==> src/rtl/alu_ctrl_decode.sv <==
// alu_ctrl_decode: decodes OP, OP-IMM, LUI and AUIPC instructions into the
// EX-stage ALU control fields. A two-entry skid buffer (main + skid) holds
// the decoded results, so in_ready can be a registered signal.
// Optional feature macro: DEC_ILLEGAL_TRAP_EN. When it is defined, illegal
// encodings raise out_illegal. When it is undefined, illegal encodings
// decode as addi x0,x0,0.
//
// Handshake: a transfer happens on a rising edge where valid and ready are
// both high. A producer holds valid and its payload steady until the
// transfer. A consumer may change ready at any time. On the input side,
// ready does not depend on valid. On the output side, every out_* field is
// held stable while out_valid is high and out_ready is low.
module alu_ctrl_decode (
  input  logic        clk,
  input  logic        rst_n,
  input  logic        flush,
  input  logic        in_valid,
  output logic        in_ready,
  input  logic [31:0] in_inst,
  input  logic [31:0] in_pc,
  output logic        out_valid,
  input  logic        out_ready,
  output logic [2:0]  out_alu_op,
  output logic        out_alu_op_chosen,
  output logic [1:0]  out_src1_sel,
  output logic        out_src2_imm,
  output logic [31:0] out_imm,
  output logic [4:0]  out_rs1,
  output logic [4:0]  out_rs2,
  output logic [4:0]  out_rd,
  output logic        out_rd_we,
  output logic        out_illegal,
  output logic [31:0] out_pc
);

  localparam logic [6:0] OPC_OP    = 7'b0110011;
  localparam logic [6:0] OPC_IMM   = 7'b0010011;
  localparam logic [6:0] OPC_LUI   = 7'b0110111;
  localparam logic [6:0] OPC_AUIPC = 7'b0010111;
  localparam logic [6:0] F7_BASE   = 7'b0000000;
  localparam logic [6:0] F7_ALT    = 7'b0100000;

  typedef struct packed {
    logic [2:0]  alu_op;
    logic        chosen;
    logic [1:0]  src1_sel;
    logic        src2_imm;
    logic [31:0] imm;
    logic [4:0]  rs1;
    logic [4:0]  rs2;
    logic [4:0]  rd;
    logic        rd_we;
    logic        illegal;
    logic [31:0] pc;
  } entry_t;

  logic [6:0] opcode;
  logic [2:0] funct3;
  logic [6:0] funct7;
  logic       illegal_enc;
  entry_t     dec;

  assign opcode = in_inst[6:0];
  assign funct3 = in_inst[14:12];
  assign funct7 = in_inst[31:25];

  // Decode the raw instruction into a buffer entry. This logic is
  // combinational; the result is only captured when a transfer occurs.
  always_comb begin
    dec         = '0;
    illegal_enc = 1'b0;
    dec.pc      = in_pc;
    dec.rs1     = in_inst[19:15];
    dec.rd      = in_inst[11:7];
    case (opcode)
      OPC_OP: begin
        dec.alu_op = funct3;
        dec.rs2    = in_inst[24:20];
        if (funct3 == 3'b000 || funct3 == 3'b101) dec.chosen = in_inst[30];
        illegal_enc = !((funct7 == F7_BASE) ||
                        (funct7 == F7_ALT && (funct3 == 3'b000 || funct3 == 3'b101)));
      end
      OPC_IMM: begin
        dec.alu_op   = funct3;
        dec.src2_imm = 1'b1;
        dec.imm      = {{20{in_inst[31]}}, in_inst[31:20]};
        if (funct3 == 3'b001) begin
          dec.imm     = {27'b0, in_inst[24:20]};
          illegal_enc = (funct7 != F7_BASE);
        end else if (funct3 == 3'b101) begin
          dec.imm     = {27'b0, in_inst[24:20]};
          dec.chosen  = in_inst[30];
          illegal_enc = !(funct7 == F7_BASE || funct7 == F7_ALT);
        end
      end
      OPC_LUI, OPC_AUIPC: begin
        // U-type has no rs1 field; report x0 instead of immediate bits
        dec.rs1      = 5'd0;
        dec.src1_sel = (opcode == OPC_LUI) ? 2'b01 : 2'b10;
        dec.src2_imm = 1'b1;
        dec.imm      = {in_inst[31:12], 12'b0};
      end
      default: illegal_enc = 1'b1;
    endcase
    dec.rd_we = (dec.rd != 5'd0) && !illegal_enc;
`ifdef DEC_ILLEGAL_TRAP_EN
    dec.illegal = illegal_enc;
`else
    // Without trapping, an illegal instruction becomes a harmless addi x0,x0,0
    if (illegal_enc) begin
      dec.alu_op   = 3'b000;
      dec.chosen   = 1'b0;
      dec.src1_sel = 2'b00;
      dec.src2_imm = 1'b1;
      dec.imm      = 32'd0;
      dec.rs1      = 5'd0;
      dec.rs2      = 5'd0;
      dec.rd       = 5'd0;
    end
`endif
  end

  logic   main_valid, skid_valid, main_valid_next, skid_valid_next;
  logic   ld_main_in, ld_main_skid, ld_skid;
  logic   in_ready_q;
  logic   xfer;
  entry_t main_q, skid_q;

  assign xfer = in_valid && in_ready_q;

  // Skid buffer control. The main entry refills from the skid entry first,
  // which keeps the order FIFO. The skid entry fills only behind a stalled
  // main entry.
  always_comb begin
    main_valid_next = main_valid;
    skid_valid_next = skid_valid;
    ld_main_in      = 1'b0;
    ld_main_skid    = 1'b0;
    ld_skid         = 1'b0;
    if (flush) begin
      main_valid_next = 1'b0;
      skid_valid_next = 1'b0;
    end else if (!main_valid || out_ready) begin
      if (skid_valid) begin
        ld_main_skid    = 1'b1;
        main_valid_next = 1'b1;
        skid_valid_next = 1'b0;
      end else if (xfer) begin
        ld_main_in      = 1'b1;
        main_valid_next = 1'b1;
      end else begin
        main_valid_next = 1'b0;
      end
    end else if (xfer) begin
      ld_skid         = 1'b1;
      skid_valid_next = 1'b1;
    end
  end

  // Entry storage, valid bits and the registered in_ready
  always_ff @(posedge clk or negedge rst_n) begin
    if (!rst_n) begin
      main_valid <= 1'b0;
      skid_valid <= 1'b0;
      in_ready_q <= 1'b1;
      main_q     <= '0;
      skid_q     <= '0;
    end else begin
      main_valid <= main_valid_next;
      skid_valid <= skid_valid_next;
      in_ready_q <= !skid_valid_next;
      if (ld_main_skid)    main_q <= skid_q;
      else if (ld_main_in) main_q <= dec;
      if (ld_skid)         skid_q <= dec;
    end
  end

  assign in_ready          = in_ready_q;
  assign out_valid         = main_valid;
  assign out_alu_op        = main_q.alu_op;
  assign out_alu_op_chosen = main_q.chosen;
  assign out_src1_sel      = main_q.src1_sel;
  assign out_src2_imm      = main_q.src2_imm;
  assign out_imm           = main_q.imm;
  assign out_rs1           = main_q.rs1;
  assign out_rs2           = main_q.rs2;
  assign out_rd            = main_q.rd;
  assign out_rd_we         = main_q.rd_we;
  assign out_illegal       = main_q.illegal;
  assign out_pc            = main_q.pc;

endmodule

==> config.mk <==
export PLATFORM = sky130hd
export DESIGN_NAME = alu_ctrl_decode
export DESIGN_NICKNAME = d
export VERILOG_FILES = /design/src/rtl/alu_ctrl_decode.sv
export SDC_FILE = /design/constraint.sdc
export NUM_CORES = 1
export LEC_CHECK = 0
export CAP_MARGIN = 20
export CORE_MARGIN = 2
export CORE_UTILIZATION = 48
export CTS_CLUSTER_SIZE = 40
export DETAILED_ROUTE_END_ITERATION = 12
export PLACE_DENSITY = 0.85
export SLEW_MARGIN = 40
export SYNTH_ARGS = -nofsm -noshare
export SYNTH_HDL_FRONTEND = slang
export SYNTH_SLANG_ARGS = --single-unit
==> constraint.sdc <==
create_clock -name clk -period 5.7 [get_ports clk]
set_input_delay 1.14 -clock clk [delete_from_list [all_inputs] [get_ports clk]]
set_output_delay 1.14 -clock clk [all_outputs]
set_load 0.1 [all_outputs]
After elaboration in Yosys (flattened, before gate mapping)
Index checks and enable logic that the tools add are counted.
- input port bits: 69
- flip-flop bits (word level): 178
- output and inout bits: 90
- word-level logic and storage cells: 82
- eq/ne operators: 7
- reduce and logical (&&, ||, !) cells: 19
- multiplexer cells: 32
- operator list (cell ; number):
    two-way mux 88 bit ; 2
    one-hot mux 33 bit (2 select lines) ; 1
    two-way mux 32 bit ; 2
    two-way mux 54 bit ; 1
    equality test 7 x 6 -> 1 bit, second input constant ; 3
    two-way mux 1 bit ; 20
    equality test 7 x 5 -> 1 bit, second input constant ; 2
    two-way mux 5 bit ; 2
    one-hot mux 4 bit (2 select lines) ; 1
    logical NOT 7 bit ; 1
    nonzero test 7 bit ; 1
    logical NOT 1 bit ; 5
    nonzero test 5 bit ; 1
    logical OR 1 bit ; 4
    two-way mux 2 bit ; 2
    nonzero test 2 bit ; 2
    equality test 3 x 1 -> 1 bit, second input constant ; 1
    equality test 3 bit, second input constant ; 1
    logical AND 1 bit ; 3
    logical NOT 3 bit ; 1
    one-hot mux 1 bit (3 select lines) ; 1
    OR reduction 2 bit ; 1

Logic depth before layout (Yosys ltp)
Gate-level depths: netlist of run 1.
- word-level depth: 10
- gate-level depth with buffers: 7
- mapped depth without buffers: 5

Worst setup path after synthesis of run 1
No wires, ideal clock.
- path kind: input -> register
- start point: in in_inst[14]
- end point: reg main_q, in the netlist out_rd[0]
- slack: 2.961 ns
- path buffers: 1
- cell stages on the path: 6
- arrival: 2.613 ns
- library setup time: 0.126 ns
- required time: 5.574 ns
- cells stage by stage: buf_6 > or4b_4 > o211ai_4 > nor3_4 > and3_4 > a221o_1
- cells in the longest elaborated chain, start to end: 9
- elaborated cells between the ends (all ways): 13
- classes of those cells: eq/ne: 2; mux: 6; reduce/logical: 5
- RTL lines (element ; RTL line ; RTL):
    from (decl) ; 19 ; input logic [31:0] in_inst,
    equality test 3 bit / logical NOT 3 bit (equally long branches) ; 81, 90 ;
    logical OR 1 bit ; 81 ; (funct7 == F7_ALT && (funct3 == 3'b000 || funct3 == 3'b101)));
    logical AND 1 bit ; 81 ;
    logical OR 1 bit ; 80 ; illegal_enc = !((funct7 == F7_BASE) ||
    logical NOT 1 bit ; 80 ;
    one-hot mux 1 bit (3 select lines) * ; 75 ; case (opcode)
    two-way mux 54 bit * ; 110 ; if (illegal_enc) begin
    two-way mux 88 bit * ; 173 ; else if (ld_main_in) main_q <= dec;
    two-way mux 88 bit * ; 172 ; if (ld_main_skid) main_q <= skid_q;
    to (signal assigned) ; 172 ;
    to (decl) ; 127 ; entry_t main_q, skid_q;
Every way passes the cells marked *; elsewhere a longest branch is shown, timed or not. The select of a mux whose other input is x is not followed.
A chain may end at the register's enable or synchronous reset.

Worst setup path after layout of run 1
- start point: in in_inst[2]
- end point: reg skid_q[85] in the netlist's numbering
- cells in the longest elaborated chain, start to end: 4
- elaborated cells between the ends (all ways): 8
- classes of those cells: eq/ne: 4; mux: 3; reduce/logical: 1
- RTL lines (element ; RTL line ; RTL):
    equality test 7 x 6 -> 1 bit / equality test 7 x 5 -> 1 bit (equally long branches) ; 75 ;
    OR reduction 2 bit ; 75 ;
    one-hot mux 1 bit (3 select lines) ; 75 ;
    two-way mux 54 bit * ; 110 ;
    to (signal assigned) ; 167 ; skid_q <= '0;
    to (signal assigned) ; 174 ; if (ld_skid) skid_q <= dec;
    to (decl) ; 127 ;
Every way passes the cells marked *; elsewhere a longest branch is shown, timed or not.

==> run_results.csv, run 1 <==
group,metric,value,unit
yosys,ys_seq_elements,177,
yosys,synth_edf_count,0,
yosys,yosys.cell_types.count,49,
sta,finClkSkew,7.39,ps
drt,drt_iter0_markers,448,
yosys,async_flop_share,100,%
placement,port_buffers,157,
layout,postLayoutCellArea,0.00969,sq mm
pwr,swShare,33.4,%
yosys,syn_area_per_cell,10.0,sq um
drt,dr.pass1.iters,5,
pwr,clock_power_share,34.9,%
sta,period_needed,3350,ps
pwr,p_per_area,347,mW/mm^2
setup_path,critPathKind,"input pin to register",
pwr,p_seq_share,42.9,%
drt,wl_per_cell,16.8,um
pwr,vdd_ir_drop_max,294,uV
clock_tree,holdBufCountCts,0,
placement,placed_area,0.00910,sq mm
global_route,top_usage_layer,"met2",
global_route,grt-ovfl-total,0,
layout,drive_gt1_share,22.2,%
clock_tree,cts_resized,0,
sta,rsz0062_at_grt,"false",
pwr,p_comb_share,22.3,%
sta,finalCritPeriodShare,58.8,%
yosys,yosys-top-cells-count,"186 x nand2_1, 176 x dfrtp_1, 79 x o21ai_0",
layout,regArea,0.00443,sq mm
global_route,grt_max_degree,78,
yosys,synth_top_area_share,56.3,%
floorplan,io_pins,159,
yosys,netlist_instances,781,
global_route,gr-usage-met2,35.3,%
pwr,p_leak,0.00445,uW
sta,tightest_slew,858,ps
sta,setup_viol,0,
floorplan,fp.dieArea,0.0173,sq mm
floorplan,rows,46,
hold_path,hold-path-cell-count,2,
clock_tree,cts_root_buf,"clkbuf_16",
clock_tree,numCtsBuffers,17,
clock_tree,cts_tree,"done",
yosys,yosysTopAreaCell,"dfrtp_1",
global_route,grt_use_met1,30.6,%
placement,gp_congestion,0.796,
yosys,yosys_most_used_dff,"dfrtp_1",
sta,slew_headroom,42.8,%
floorplan,coreArea,0.0159,sq mm
yosys,synthTopCellsByArea,"dfrtp_1 56%, nand2_1 8.9%, mux2_2 7.5%",
floorplan,die_w,132,um
floorplan,fp.dieH,132,um
yosys,synthesis.area,0.00782,sq mm
global_route,antenna_found_initial,0,
sta,hold_viol,0,
setup_path,r2r_cells,4,
global_route,met3_usage,6.33,%
clock_tree,clockBufferDepth,2,
drt,routed-via-count,6289,
drt,drtAntennaViolNets,0,
run,maxCapViolCount,0,
clock_tree,clock_latency,430,ps
placement,dp_hpwl,12.8,mm
layout,n_antenna_cell,0,
clock_tree,postCtsSetupBuffers,0,
layout,multiInputGateArea,0.00313,sq mm
drt,vias_per_cell,5.52,
yosys,synth.most_common_cell,"nand2_1",
layout,nFillCells,1339,
setup_path,start_kind,"input pin",
yosys,ys_seq_area_share,56.7,%
pwr,total_power,3360,uW
sta,drv_slew,0,
clock_tree,clock_sinks,177,
yosys,syn-num-nets,850,
sta,max_freq,0.299,GHz
global_route,grt_pass1_wl,31.5,mm
drt,routed_wl,19.1,mm
layout,nets,980,
sta,fin_tns_setup,0,ps
yosys,yosys_warnings,0,
drt,drc,0,
global_route,grt_use_total,22.6,%
clock_tree,clk_pin_slew,60,ps
floorplan,initial_core_util,49.2,%
setup_path,arrival,3710,ps
setup_path,crit_fanout,30,
setup_path,end_kind,"register",
hold_path,hp-class,"register to register",
clock_tree,htreeDepth,4,
setup_path,required,6060,ps
outcome,status,"completed",
pwr,power_switching,1120,uW
pwr,p_int,2240,uW
layout,area_delta_synth_final,24.0,%
global_route,grt_pass1_vias,6135,
==> kinds of logic (layout without fill, tap and decap cells) <==
family | Yosys count | after routing | share of synthesized area (%)
simple gates | 265 | 265 | 14.5
compound gates | 217 | 217 | 17.4
flops | 177 | 177 | 56.7
buf+inv | 68 | 211 | 3.65
mux | 52 | 52 | 7.49
other cells | 1 | 1 | 0.0480
xor+xnor | 1 | 1 | 0.208
==> cell type report <==
cell class | instances | area share, %
Sequential cell | 177 | 45.7
Multi-Input combinational cell | 536 | 32.3
Clock buffer | 23 | 5.04
Inverter | 8 | 0.310
Tap cell | 216 | 2.79
Timing Repair Buffer | 171 | 12.7
Clock inverter | 9 | 1.08
==> cell usage in the layout, fill, tap and decap left out, types with 5 or more instances in the layout <==
cell	netlist	layout
a21oi_1	32	32
a221o_1	5	5
a22o_1	9	9
a31oi_1	43	43
buf_2	3	89
buf_4	1	14
clkbuf_16	0	17
clkdlybuf4s50_1	0	67
dfrtp_1	176	176
inv_1	8	8
mux2_2	52	52
nand2_1	186	185
nor2_1	48	47
o21ai_0	79	79
o21ai_1	6	6
o22ai_1	19	19
o2bb2ai_1	10	10
==> worst paths after layout <==
kind | start | endpoint | slack (ps)
max in group asynchronous | rst_n | out_imm[16] | 3810
worst min-delay path | out_imm[8] | out_imm[8] | 470
min in group asynchronous | rst_n | out_imm[8] | 730
worst max-delay path | in_inst[2] | skid_q[85] | 2350
worst max register to register | out_valid | skid_q[85] | 3420
worst min register to register | out_imm[8] | out_imm[8] | 470
==> sequential cells by signal, summed over array words and instances (netlist names) <==
signal,count
out_rs2,5
skid_valid,1
out_pc,32
out_alu_op_chosen,1
out_imm,32
in_ready,1
out_rd_we,1
out_valid,1
out_alu_op,3
out_src1_sel,2
out_rs1,5
skid_q,87
out_rd,5
out_src2_imm,1
==> critical path, stage by stage <==
cell	delay [ps]
clkdlybuf4s50_1	450
buf_4	310
nand2b_1	280
a211oi_4	120
nor4_4	580
nor2b_1	590
a22o_1	230
==> power by group through the flow <==
stage	clock [uW]	combinational, uW	sequential [uW]
floorplan	0	171	1840
global placement	0	791	1460
detailed placement	0	753	1460
CTS	1190	753	1440
global route	1240	788	1450
finish	1170	748	1440
==> routing by layer <==
| layer | vias up | wire length (um) |
|---|---|---|
| li1 | 2983 | - |
| met1 | 3058 | 8520 |
| met2 | 221 | 8840 |
| met3 | 27 | 1460 |
| met4 | 0 | 316 |
| met5 | - | 0 |
==> through the flow <==
stage	setup WS (ps)	utilization [%]	hold slack (ps)	cells
after detailed placement	2000	57.3	464	1108
after floorplan	2960	-	442	781
after global placement	1880	60.0	455	1108
after CTS	2410	61.0	478	1140
after global routing	2190	61.0	496	1140
final	2350	61.0	472	1140
Power figures use the tool's default switching activity.
==> run 2, diff against run 1 <==
--- a/config.mk
+++ b/config.mk
@@ -7,10 +7,10 @@
 export LEC_CHECK = 0
 export CAP_MARGIN = 20
 export CORE_MARGIN = 2
-export CORE_UTILIZATION = 48
+export CORE_UTILIZATION = 47
 export CTS_CLUSTER_SIZE = 40
 export DETAILED_ROUTE_END_ITERATION = 12
-export PLACE_DENSITY = 0.85
+export PLACE_DENSITY = 0.87
 export SLEW_MARGIN = 40
 export SYNTH_ARGS = -nofsm -noshare
 export SYNTH_HDL_FRONTEND = slang
==> constraint.sdc (replaced) <==
create_clock -name clk -period 3 [get_ports clk]
set_input_delay 0.6 -clock clk [delete_from_list [all_inputs] [get_ports clk]]
set_output_delay 0.6 -clock clk [all_outputs]
set_load 0.1 [all_outputs]
==> run 2 against run 1 <==
Net effect:
- clock power up 96%
- global-route usage fell by 0.40 points
- via count grew 0.19%
==> run_results.csv, run 2 (same netlist as run 1, synthesis figures left out) <==
group,metric,value,unit
outcome,status,"completed",
clock_tree,holdBufCountCts,0,
setup_path,critPathKind,"input pin to register",
placement,gp_congestion,0.860,
layout,nets,991,
global_route,grt_pass1_vias,6304,
layout,layout_common_cells,"185 x nand2_1, 176 x dfrtp_1, 107 x buf_4",
clock_tree,cts_root_buf,"clkbuf_16",
layout,drive_gt1_share,23.2,%
global_route,grt_use_total,22.2,%
clock_tree,clock_sinks,177,
layout,final_common_cell,"nand2_1",
setup_path,path_cells,"clkdlybuf4s50_1 -> or4b_4 -> o211ai_4 -> nor3_4 -> and3_4 -> a221o_1",
run,maxCapViolCount,0,
pwr,p_comb_share,23.1,%
floorplan,fp.dieArea,0.0177,sq mm
global_route,grt_pass1_wl,31.3,mm
sta,rsz0062_at_grt,"false",
pwr,swShare,33.1,%
pwr,p_seq_share,41.9,%
hold_path,hp-class,"input pin to asynchronous set/reset pin",
sta,period_needed,2390,ps
setup_path,arrival,2690,ps
layout,area_delta_synth_final,29.1,%
layout,postLayoutCellArea,0.0101,sq mm
clock_tree,numCtsBuffers,17,
clock_tree,postCtsSetupBuffers,0,
clock_tree,cts_resized,0,
setup_path,required,3300,ps
pwr,power_switching,2160,uW
sta,finalCritPeriodShare,79.6,%
floorplan,coreArea,0.0164,sq mm
sta,drv_slew,0,
layout,n_antenna_cell,0,
sta,slew_headroom,55.6,%
setup_path,crit_fanout,7,
sta,hold_viol,0,
clock_tree,clk_pin_slew,60,ps
global_route,antenna_found_initial,0,
clock_tree,clock_latency,420,ps
floorplan,io_pins,159,
placement,dp_hpwl,12.7,mm
setup_path,crit_path_top_delay_cell,"clkdlybuf4s50_1",
drt,routed-via-count,6301,
pwr,vdd_ir_drop_max,431,uV
clock_tree,htreeDepth,4,
sta,finClkSkew,6.89,ps
drt,drtAntennaViolNets,0,
pwr,p_int,4380,uW
drt,drc,0,
floorplan,die_w,133,um
pwr,p_per_area,648,mW/mm^2
drt,drt_iter0_markers,329,
setup_path,end_kind,"register",
drt,wl_per_cell,16.5,um
setup_path,start_kind,"input pin",
global_route,grt-ovfl-total,0,
sta,max_freq,0.419,GHz
drt,vias_per_cell,5.46,
clock_tree,cts_tree,"done",
pwr,p_leak,0.00457,uW
layout,regMostFlops,"skid_q",
drt,routed_wl,19.1,mm
sta,tightest_slew,665,ps
setup_path,slowest_delay,580,ps
floorplan,fp.dieH,133,um
pwr,clock_power_share,35.1,%
floorplan,initial_core_util,47.6,%
layout,nFillCells,1320,
clock_tree,clockBufferDepth,2,
drt,dr.pass1.iters,4,
layout,largest_reg_flops,87,
floorplan,rows,47,
sta,setup_viol,0,
sta,fin_tns_setup,0,ps
placement,placed_area,0.00948,sq mm
placement,port_buffers,157,
global_route,grt_max_degree,70,
run 2: cell count changes in the layout (fill, tap and decap cells not counted), moves of 2 or more:
| cell | before | now |
|---|---|---|
| buf_4 | 14 | 107 |
| inv_6 | 0 | 3 |
| buf_12 | 0 | 7 |
| buf_2 | 89 | 0 |
| clkbuf_8 | 4 | 2 |
run 2: power by group through the flow:
stage               Combinational (uW)  Clock, uW  Sequential, uW
floorplan                          325          0            3500
global placement                  1490          0            2770
detailed placement                1520          0            2780
CTS                               1520       2340            2740
global route                      1590       2440            2760
finish                            1510       2290            2740
run 2: layer usage:
metal | vias to the layer above | wire length, um | share of wire, % | GRT usage (%)
met5 | - | 0 | 0 | 0
met4 | 0 | 393 | 2.1 | 8.84
met3 | 34 | 1400 | 7.3 | 6.55
met2 | 210 | 9270 | 49 | 36.2
met1 | 3059 | 8050 | 42 | 28.0
li1 | 2998 | - | - | -
run 2: worst paths after layout:
| kind | slack, ps | depth (start not counted) | endpoint | start |
|---|---|---|---|---|
| max reg2reg | 930 | 5 | skid_q[46] | out_valid |
| max | 610 | 6 | out_rd[3] | in_inst[14] |
| min | 190 | 1 | out_imm[24] | rst_n |
| max in group asynchronous | 2040 | 2 | in_ready | rst_n |
| min in group clk | 480 | 2 | skid_q[42] | skid_q[42] |
| min reg2reg | 480 | 2 | skid_q[42] | skid_q[42] |
run 2: critical path, delay by kind of cell:
family / cells / cell delay [ps]
and+or+nand+nor: 3 / 900
buffers and inverters: 1 / 580
AOI/OAI and AO/OA: 2 / 610
run 2: per-stage QoR:
stage                     hold WS, ps  setup slack, ps  instances  utilization, %  power (uW)
after global routing              239              499       1155            61.5        6780
after detailed placement          465              134       1123            57.8        4300
after global placement            456              203       1123            57.8        4260
after floorplan                   304              638        781               -        3830
after CTS                         204              591       1155            61.5        6590
final                             191              613       1155            61.5        6540
run 2: cell type report:
cell class / count / area [sq um] / area share (%)
Multi-Input combinational cell: 536 / 3120 / 30.9
Sequential cell: 177 / 4430 / 43.9
Timing Repair Buffer: 182 / 1630 / 16.1
Tap cell: 220 / 275 / 2.73
Clock inverter: 12 / 155 / 1.54
Inverter: 8 / 30.0 / 0.297
Clock buffer: 20 / 457 / 4.52
